$ cat config.mk
export PLATFORM = sky130hd
export DESIGN_NAME = mem_wb_stage_flat
export DESIGN_NICKNAME = d
export VERILOG_FILES = /design/src/rtl/mem_wb_stage_if.sv /design/src/rtl/mem_wb_stage.sv /design/src/flat_wrapper.sv
export SDC_FILE = /design/constraint.sdc
export NUM_CORES = 1
export LEC_CHECK = 0
export CAP_MARGIN = 20
export CORE_MARGIN = 3
export CORE_UTILIZATION = 71
export CTS_BUF_LIST = sky130_fd_sc_hd__clkbuf_8
export CTS_CLUSTER_SIZE = 28
export DETAILED_ROUTE_END_ITERATION = 8
export DONT_BUFFER_PORTS = 1
export HOLD_SLACK_MARGIN = 0.1
export PLACE_DENSITY = 0.84
export SLEW_MARGIN = 30
export SYNTH_ARGS = -nofsm -noshare
export SYNTH_HDL_FRONTEND = slang
export SYNTH_SLANG_ARGS = --single-unit
export TNS_END_PERCENT = 10
$ cat constraint.sdc
create_clock -name clk -period 3.19 [get_ports clk]
set_input_delay 0.638 -clock clk [delete_from_list [all_inputs] [get_ports clk]]
set_output_delay 0.638 -clock clk [all_outputs]
set_load 0.005 [all_outputs]
$ cat src/rtl/mem_wb_stage_if.sv
// mem_wb_stage_if: synchronous data-memory port between the MEM stage and the data RAM.
// Ports: dmem_en read/write strobe, dmem_addr word-aligned address, dmem_wdata lane-replicated
//   store data, dmem_be byte write enables (stage -> RAM); dmem_rdata registered read word (RAM -> stage).
// Modports: master = pipeline stage, slave = RAM.
interface mem_wb_stage_if;
  logic        dmem_en;
  logic [31:0] dmem_addr;
  logic [31:0] dmem_wdata;
  logic [3:0]  dmem_be;
  logic [31:0] dmem_rdata;
  modport master (output dmem_en, dmem_addr, dmem_wdata, dmem_be, input dmem_rdata);
  modport slave  (input dmem_en, dmem_addr, dmem_wdata, dmem_be, output dmem_rdata);
endinterface

$ cat src/rtl/mem_wb_stage.sv
// mem_wb_stage: EX/MEM and MEM/WB pipeline registers, data-memory port, load extract and writeback select.
// Ports: clk, rst_n (synchronous active-low); stall, flush_ex hazard controls; *_ex EX-stage fields;
//   ALUResult_mem/rdAddr_mem/RegWrite_mem/MemRead_mem EX/MEM forward sources; dmem data-RAM port
//   (mem_wb_stage_if.master); RegWriteData_wb/rdAddr_wb/RegWrite_wb MEM/WB forward and register-file
//   write; misalign_err trap pulse aligned with WB.
// Optional: define MEM_MISALIGN_TRAP_EN to suppress and flag misaligned half/word accesses;
//   otherwise low address bits below the access size are ignored and misalign_err stays 0.
module mem_wb_stage #(
  parameter int DATA_W     = 32,
  parameter bit ZERO_GUARD = 1'b1
) (
  input  logic              clk,
  input  logic              rst_n,
  input  logic              stall,
  input  logic              flush_ex,
  input  logic [DATA_W-1:0] ALUResult_ex,
  input  logic [DATA_W-1:0] MemWriteData_ex,
  input  logic [4:0]        rdAddr_ex,
  input  logic              RegWrite_ex,
  input  logic              MemRead_ex,
  input  logic              MemWrite_ex,
  input  logic              MemtoReg_ex,
  input  logic [2:0]        funct3_ex,
  output logic [DATA_W-1:0] ALUResult_mem,
  output logic [4:0]        rdAddr_mem,
  output logic              RegWrite_mem,
  output logic              MemRead_mem,
  mem_wb_stage_if.master    dmem,
  output logic [DATA_W-1:0] RegWriteData_wb,
  output logic [4:0]        rdAddr_wb,
  output logic              RegWrite_wb,
  output logic              misalign_err
);
  typedef struct packed {
    logic [DATA_W-1:0] alu;
    logic [DATA_W-1:0] wd;
    logic [4:0]        rd;
    logic              rw;
    logic              mr;
    logic              mw;
    logic              m2r;
    logic [2:0]        f3;
  } exm_t;
  typedef struct packed {
    logic [DATA_W-1:0] alu;
    logic [4:0]        rd;
    logic              rw;
    logic              m2r;
    logic              err;
    logic [2:0]        f3;
  } mwb_t;
  exm_t              exm_q, exm_d, cap_m;
  mwb_t              mwb_q, mwb_d, cap_w;
  logic              mis;
  logic [3:0]        be_v;
  logic [7:0]        byte_v;
  logic [15:0]       half_v;
  logic [DATA_W-1:0] ld_v;
  always_ff @(posedge clk) begin
    exm_q <= exm_d;
    mwb_q <= mwb_d;
  end
  always_comb begin
`ifdef MEM_MISALIGN_TRAP_EN
    // f3[1:0]==01 covers LH/LHU/SH; 010 is LW/SW
    mis = (exm_q.mr | exm_q.mw) &
          (((exm_q.f3[1:0] == 2'b01) & exm_q.alu[0]) | ((exm_q.f3 == 3'b010) & (|exm_q.alu[1:0])));
`else
    mis = 1'b0;
`endif
    cap_m = '{alu: ALUResult_ex, wd: MemWriteData_ex, rd: rdAddr_ex,
              rw: RegWrite_ex & ~(ZERO_GUARD & (rdAddr_ex == 5'd0)),
              mr: MemRead_ex, mw: MemWrite_ex, m2r: MemtoReg_ex, f3: funct3_ex};
    cap_w = '{alu: exm_q.alu, rd: exm_q.rd, rw: exm_q.rw & ~mis, m2r: exm_q.m2r, err: mis, f3: exm_q.f3};
    exm_d = !rst_n ? '0 : stall ? exm_q : flush_ex ? '0 : cap_m;
    mwb_d = !rst_n ? '0 : stall ? mwb_q : cap_w;
  end
  always_comb begin
    be_v = exm_q.f3 == 3'b000 ? 4'b0001 << exm_q.alu[1:0] :
           exm_q.f3 == 3'b001 ? (exm_q.alu[1] ? 4'b1100 : 4'b0011) :
           exm_q.f3 == 3'b010 ? 4'b1111 : 4'b0000;
    // stall drops the strobe so the RAM output register, and hence RegWriteData_wb, holds
    dmem.dmem_en    = ~stall & (exm_q.mr | exm_q.mw) & ~mis;
    dmem.dmem_be    = (exm_q.mw & ~mis) ? be_v : 4'b0000;
    dmem.dmem_addr  = {exm_q.alu[DATA_W-1:2], 2'b00};
    dmem.dmem_wdata = exm_q.f3 == 3'b000 ? {4{exm_q.wd[7:0]}} :
                      exm_q.f3 == 3'b001 ? {2{exm_q.wd[15:0]}} : exm_q.wd;
    byte_v = 8'(dmem.dmem_rdata >> {mwb_q.alu[1:0], 3'b000});
    half_v = mwb_q.alu[1] ? dmem.dmem_rdata[31:16] : dmem.dmem_rdata[15:0];
    ld_v   = mwb_q.f3 == 3'b000 ? {{24{byte_v[7]}}, byte_v} :
             mwb_q.f3 == 3'b100 ? {24'd0, byte_v} :
             mwb_q.f3 == 3'b001 ? {{16{half_v[15]}}, half_v} :
             mwb_q.f3 == 3'b101 ? {16'd0, half_v} : dmem.dmem_rdata;
    ALUResult_mem   = exm_q.alu;
    rdAddr_mem      = exm_q.rd;
    RegWrite_mem    = exm_q.rw;
    MemRead_mem     = exm_q.mr;
    RegWriteData_wb = mwb_q.m2r ? ld_v : mwb_q.alu;
    rdAddr_wb       = mwb_q.rd;
    RegWrite_wb     = mwb_q.rw;
    misalign_err    = mwb_q.err;
  end
endmodule

$ cat src/flat_wrapper.sv
// flat-port wrapper written by rule: the top's interface ports become plain ports
module mem_wb_stage_flat 
#(
  parameter int DATA_W     = 32,
  parameter bit ZERO_GUARD = 1'b1
)
  (clk, rst_n, stall, flush_ex, ALUResult_ex, MemWriteData_ex, rdAddr_ex, RegWrite_ex, MemRead_ex, MemWrite_ex, MemtoReg_ex, funct3_ex, ALUResult_mem, rdAddr_mem, RegWrite_mem, MemRead_mem, RegWriteData_wb, rdAddr_wb, RegWrite_wb, misalign_err, dmem_dmem_en, dmem_dmem_addr, dmem_dmem_wdata, dmem_dmem_be, dmem_dmem_rdata);
  mem_wb_stage_if dmem_i ();
  input  logic clk;
  input  logic rst_n;
  input  logic stall;
  input  logic flush_ex;
  input  logic [DATA_W-1:0] ALUResult_ex;
  input  logic [DATA_W-1:0] MemWriteData_ex;
  input  logic [4:0] rdAddr_ex;
  input  logic RegWrite_ex;
  input  logic MemRead_ex;
  input  logic MemWrite_ex;
  input  logic MemtoReg_ex;
  input  logic [2:0] funct3_ex;
  output logic [DATA_W-1:0] ALUResult_mem;
  output logic [4:0] rdAddr_mem;
  output logic RegWrite_mem;
  output logic MemRead_mem;
  output logic [DATA_W-1:0] RegWriteData_wb;
  output logic [4:0] rdAddr_wb;
  output logic RegWrite_wb;
  output logic misalign_err;
  output wire logic [$bits(dmem_i.dmem_en)-1:0] dmem_dmem_en;
  output wire logic [$bits(dmem_i.dmem_addr)-1:0] dmem_dmem_addr;
  output wire logic [$bits(dmem_i.dmem_wdata)-1:0] dmem_dmem_wdata;
  output wire logic [$bits(dmem_i.dmem_be)-1:0] dmem_dmem_be;
  input wire logic [$bits(dmem_i.dmem_rdata)-1:0] dmem_dmem_rdata;
  assign dmem_dmem_en = dmem_i.dmem_en;
  assign dmem_dmem_addr = dmem_i.dmem_addr;
  assign dmem_dmem_wdata = dmem_i.dmem_wdata;
  assign dmem_dmem_be = dmem_i.dmem_be;
  assign dmem_i.dmem_rdata = dmem_dmem_rdata;
  mem_wb_stage #(.DATA_W(DATA_W), .ZERO_GUARD(ZERO_GUARD)) u_core (.clk(clk), .rst_n(rst_n), .stall(stall), .flush_ex(flush_ex), .ALUResult_ex(ALUResult_ex), .MemWriteData_ex(MemWriteData_ex), .rdAddr_ex(rdAddr_ex), .RegWrite_ex(RegWrite_ex), .MemRead_ex(MemRead_ex), .MemWrite_ex(MemWrite_ex), .MemtoReg_ex(MemtoReg_ex), .funct3_ex(funct3_ex), .ALUResult_mem(ALUResult_mem), .rdAddr_mem(rdAddr_mem), .RegWrite_mem(RegWrite_mem), .MemRead_mem(MemRead_mem), .dmem(dmem_i), .RegWriteData_wb(RegWriteData_wb), .rdAddr_wb(rdAddr_wb), .RegWrite_wb(RegWrite_wb), .misalign_err(misalign_err));
endmodule
== Word level (Yosys, flattened, before mapping) ==
Index checks and enable logic that the tools add are counted.

* $mul: 0
* Div/mod/pow operators: 0
* Reduce and logical (&&, ||, !) cells: 3
* Bitwise logic cells: 5
* Magnitude comparators: 0
* Add/sub/neg operators: 0
* Eq/ne operators: 5
* Shift-type cells: 2
* Multiplexer cells: 14

{| class="wikitable"
|+ Operator list
! kind !! count
|-
| 2-to-1 mux 32 bit || 7
|-
| 2-to-1 mux 76 bit || 1
|-
| >> shifter 32 x 5 -> 8 bit || 1
|-
| 2-to-1 mux 4 bit || 5
|-
| 2-to-1 mux 16 bit || 1
|-
| == test 3 x 1 -> 1 bit, second input constant || 2
|-
| == test 3 bit, second input constant || 2
|-
| logical NOT 3 bit || 2
|-
| logical NOT 5 bit || 1
|-
| left shift 1 x 2 -> 4 bit, first input constant || 1
|-
| == test 3 x 2 -> 1 bit, second input constant || 1
|-
| AND 1 bit || 2
|-
| inverter 1 bit || 2
|-
| OR 1 bit || 1
|}

* Memories: 0
* Bits in latches: 0
* Logic and storage cells: 42
* Register bits after elaboration: 118
* Bits in read-only memories: 0
* Output and inout port bits: 147
* RAM bits: 0

== Longest topological paths before layout ==
Gate-level depths: netlist of run 1.

* Word-level depth: 6
* Gate-level depth with buffers: 7
* Mapped depth without buffers: 4

== Worst setup path before layout of run 1 ==
Ideal clock, no wire load.

* Path kind: input to output
* Start: input dmem_dmem_rdata[31]
* End: output RegWriteData_wb[7]
* Stages: 4
* Setup slack: 0.976 ns
* Path buffers: 0
* Arrival: 1.576 ns
* Path through: mux4_2 > nor3_2 > a221oi_1 > mux2_2

* Cells in the longest elaborated chain, start to end: 4

{| class="wikitable"
|+ RTL lines
! what !! RTL line !! source
|-
| start, declared || flat_wrapper.sv:33 || <nowiki>input wire logic [$bits(dmem_i.dmem_rdata)-1:0] dmem_dmem_rdata;</nowiki>
|-
| >> shifter 32 x 5 -> 8 bit * || mem_wb_stage.sv:88 || <nowiki>byte_v = 8'(dmem.dmem_rdata >> {mwb_q.alu[1:0], 3'b000});</nowiki>
|-
| 2-to-1 mux 32 bit || mem_wb_stage.sv:91 || <nowiki>mwb_q.f3 == 3'b100 ? {24'd0, byte_v} :</nowiki>
|-
| 2-to-1 mux 32 bit * || mem_wb_stage.sv:90 || <nowiki>ld_v = mwb_q.f3 == 3'b000 ? {{24{byte_v[7]}}, byte_v} :</nowiki>
|-
| 2-to-1 mux 32 bit * || mem_wb_stage.sv:98 || <nowiki>RegWriteData_wb = mwb_q.m2r ? ld_v : mwb_q.alu;</nowiki>
|-
| end, declared || flat_wrapper.sv:25 || <nowiki>output logic [DATA_W-1:0] RegWriteData_wb;</nowiki>
|}

Every way passes the cells marked *; elsewhere a longest branch is shown, timed or not.

== Worst setup path in the final report of run 1 ==
* Start: register u_core.mwb_q[1] (netlist bit)
* End: output RegWriteData_wb[21]

* Cells in the longest elaborated chain, start to end: 6

{| class="wikitable"
|+ RTL lines
! what !! RTL line !! source
|-
| start, declared || mem_wb_stage.sv:53 || <nowiki>mwb_t mwb_q, mwb_d, cap_w;</nowiki>
|-
| start signal, assigned || mem_wb_stage.sv:61 || <nowiki>mwb_q <= mwb_d;</nowiki>
|-
| == test 3 bit || mem_wb_stage.sv:93 || <nowiki>mwb_q.f3 == 3'b101 ? {16'd0, half_v} : dmem.dmem_rdata;</nowiki>
|-
| 2-to-1 mux 32 bit || mem_wb_stage.sv:93 ||
|-
| 2-to-1 mux 32 bit || mem_wb_stage.sv:92 || <nowiki>mwb_q.f3 == 3'b001 ? {{16{half_v[15]}}, half_v} :</nowiki>
|-
| 2-to-1 mux 32 bit || mem_wb_stage.sv:91 ||
|-
| 2-to-1 mux 32 bit * || mem_wb_stage.sv:90 ||
|-
| 2-to-1 mux 32 bit * || mem_wb_stage.sv:98 ||
|}

Marked as above.

==> results of run 1 <==
cell type report:
cell class                      count  area [µm²]  share of cell area
Clock buffer                       17       234.0             0.03805
Sequential cell                   118        2362              0.3842
Tap cell                          108       135.1             0.02198
Clock inverter                     14       177.7             0.02890
Timing Repair Buffer                9       80.08             0.01302
Inverter                           10       37.54            0.006105
Multi-Input combinational cell    436        3122              0.5077
flip-flops by register name, indices dropped and copies added, names as in the netlist:
signal                count
u_core.MemRead_mem        1
u_core.exm_q             33
u_core.mwb_q             36
u_core.rdAddr_wb          5
u_core.cap_w              4
u_core.RegWrite_wb        1
u_core.rdAddr_mem         5
u_core.RegWrite_mem       1
u_core.ALUResult_mem     32
worst max path at each step:
stage                                    from  cells past startpoint                   to
after global placement        u_core.mwb_q[1]                      3  RegWriteData_wb[23]
after floorplan           dmem_dmem_rdata[31]                      4   RegWriteData_wb[7]
after detailed placement      u_core.mwb_q[1]                      3  RegWriteData_wb[21]
final                         u_core.mwb_q[1]                      3  RegWriteData_wb[21]
after CTS                     u_core.mwb_q[1]                      3  RegWriteData_wb[21]
after global routing          u_core.mwb_q[1]                      3  RegWriteData_wb[21]
synthesized netlist by cell type:
cell	number	area [µm²]
nor3b_1	1	7.510
a21boi_0	1	7.510
a21boi_4	1	18.77
nand2b_1	5	31.28
or4_1	1	7.510
a22o_1	6	52.55
buf_6	5	56.30
nor3_1	6	30.03
nand3b_1	1	7.510
nand2_1	3	11.26
dfxtp_1	118	2362
a21oi_1	41	205.2
o211ai_1	1	7.510
nor3_2	2	20.02
nor2_1	39	146.4
o21ai_0	19	95.09
mux2_2	23	259.0
inv_1	10	37.54
mux4_2	6	135.1
buf_4	84	630.6
buf_1	8	30.03
a21boi_1	1	7.510
nor2b_1	121	757.0
o22ai_1	9	56.30
mux2i_1	52	520.5
a21o_1	2	15.01
conb_1	1	3.750
clkbuf_1	32	120.1
o31ai_1	1	7.510
mux2_1	1	11.26
a22oi_1	83	623.1
buf_2	13	65.06
a32o_1	1	10.01
a221oi_1	6	52.55
cells by family (layout without fill, tap and decap cells):
kind of cell,Yosys count,count (layout)
compound gates,172,172
buf+inv,152,50
flops,118,118
mux,82,82
other cells,1,3
simple gates,179,179
metal layers:
metal	share of wire	up-vias
li1	-	2159
met1	0.38	2160
met2	0.49	283
met3	0.12	34
met4	0.022	0
met5	0	-
power groups by stage:
| stage | Clock (W) | Sequential, W | Combinational [W] |
|---|---|---|---|
| after floorplan | 0 | 0.00158 | 0.000316 |
| after global placement | 0 | 0.00161 | 0.000245 |
| after detailed placement | 0 | 0.00161 | 0.000254 |
| after CTS | 0.00142 | 0.00157 | 0.000255 |
| after global routing | 0.00151 | 0.00158 | 0.000279 |
| final | 0.00140 | 0.00157 | 0.000256 |
metrics by stage:
| step | instances | hold WS (ps) | total power (W) |
|---|---|---|---|
| after floorplan | 706 | 478.8 | 0.001897 |
| after global placement | 681 | 494.5 | 0.001850 |
| after detailed placement | 681 | 505.5 | 0.001861 |
| after CTS | 712 | 333.5 | 0.003254 |
| after global routing | 712 | 325.8 | 0.003368 |
| final | 712 | 361.6 | 0.003233 |
==> out/qor.yml, run 1 <==
floorplanning:
  die_width_um: 101.0
  design.core.area_um2: 8763
  rows: 34
  ios: 259
  die_area_um2: 10200
  start_util: 0.7313
  dieHeight_um: 101.0
setup_path:
  critical_path_class: "reg2out"
  critPathLaunchType: "flip-flop"
  cp_num_buf_inv: 0
  reg2reg_from: "u_core.mwb_q[1]"
  r2r_slack_ps: 1840
  critPathMaxFanout: 21
  cpPeakStageDelay_ps: 870
  worst_ep_arrival_time_ps: 2430
  critPathTopFamily: "simple AND/OR/NAND/NOR gates"
  required_ps: 2550
  r2r-end: "u_core.mwb_q[1]"
  reg2reg_depth: 3
  critPathSlowestCell: "nor2b_1"
  crit_chain: "nor2b_1, o21ai_0, a21oi_1"
  endpoint_kind: "primary output"
detailed_routing:
  wl_per_cell_um: 22.24
  avgViaCountPerCell: 6.511
  routed_wl_mm: 15.83
  drc_errors: 0
  drtAntennaViolNets: 0
  dr.pass1.iters: 5
  drt-initial-drc-count: 297
  num_vias: 4636
place:
  place_ws_ps: 659.6
  dpl_cell_area_um2: 5737
  place.port_buffers: 0
  dpl.hpwl_mm: 11.02
  gp_congestion: 1.061
clock_tree:
  cts_tree: "yes"
  htree_levels: 4
  ctsResizeCount: 0
  clkSinkCount: 118
  ctsLongestPathBuffers: 2
  cts_setup_buffers: 0
  numCtsBuffers: 17
  clockRootBuffer: "clkbuf_8"
  clk_pin_slew_ps: 70
  cts_hold_buf: 0
  clock_latency_ps: 420
layout:
  nets: 704
  diodes: 0
  final_common_cell: "nor2b_1"
  drive_gt1_frac: 0.1209
  final_util: 0.7016
  area_growth_pct: -4.061
  final_cell_mix: "nor2b_1 (121), dfxtp_1 (118), a22oi_1 (83)"
  fin_area_um2: 6148
  nFillCells: 675
global_routing:
  grt.total_usage: 0.2959
  use_met1: 0.3559
  grt-ovfl-total: 0
  grt_busiest_layer: "met2"
  met3_usage: 0.1073
  antenna_found_initial: 0
  grt_use_met2: 0.4825
  grt_max_degree: 122
  grt_pass1_wl_mm: 23.69
  first_global_vias: 4366
timing:
  fin_crit_sh: 0.9607
  fin_crit_ps: 3065
  slew-limit-headroom: 0.3331
  finalSetupViolations: 0
  fin_ws_ps: 125.4
  tns_ps: 0
  tightestPinTransition_ps: 998.3
  finClkSkew_ps: 12.44
  final_hold_viol_count: 0
  max_freq_ghz: 0.3263
  rsz0062_at_grt: "no"
  slew_violations: 0
power_and_ir_drop:
  comb_power_share: 0.079
  p_sw_frac: 0.2474
  p_sw_w: 0.0007996
  seqPwrFrac: 0.487
  p_leak_nw: 2.239
  ir_worst_vdd_mv: 0.3721
  p_clk_frac: 0.434
  internal_power_w: 0.002433
  powerDensity_nw_per_um2: 525.8
logic_synthesis:
  synthSimpleGateAreaFrac: 0.1589
  synthMuxAreaShare: 0.1445
  syn_area_per_cell_um2: 9.103
  ys_seq_area_frac: 0.3686
  yosysWarnings: 0
  synth_xor_area_frac: 0
  syn-instance-count: 704
  yosysUniqueCellTypes: 34
  synth_top_family_by_area: "compound AO/OA/AOI/OAI gates"
  synth_compound_area_frac: 0.1808
  netlist_area_um2: 6409
  synthAdderAreaFrac: 0
  ys_ff_latch: 118
hold_path:
  holdCritPathClass: "in2reg"
  hp-start: "rst_n"
  hold_end: "u_core.ALUResult_mem[15]"
  holdPathStages: 1
run_status:
  status: "finished clean"
flow_run:
  drv_cap: 0
Note: power is estimated with default switching activity, not from simulation.
==> run 2, diff against run 1 <==
Settings changed: CTS_CLUSTER_DIAMETER from default to 30.
==> results of run 2 <==
Same layout as run 1: the final DEF is identical, and so are final timing and power.
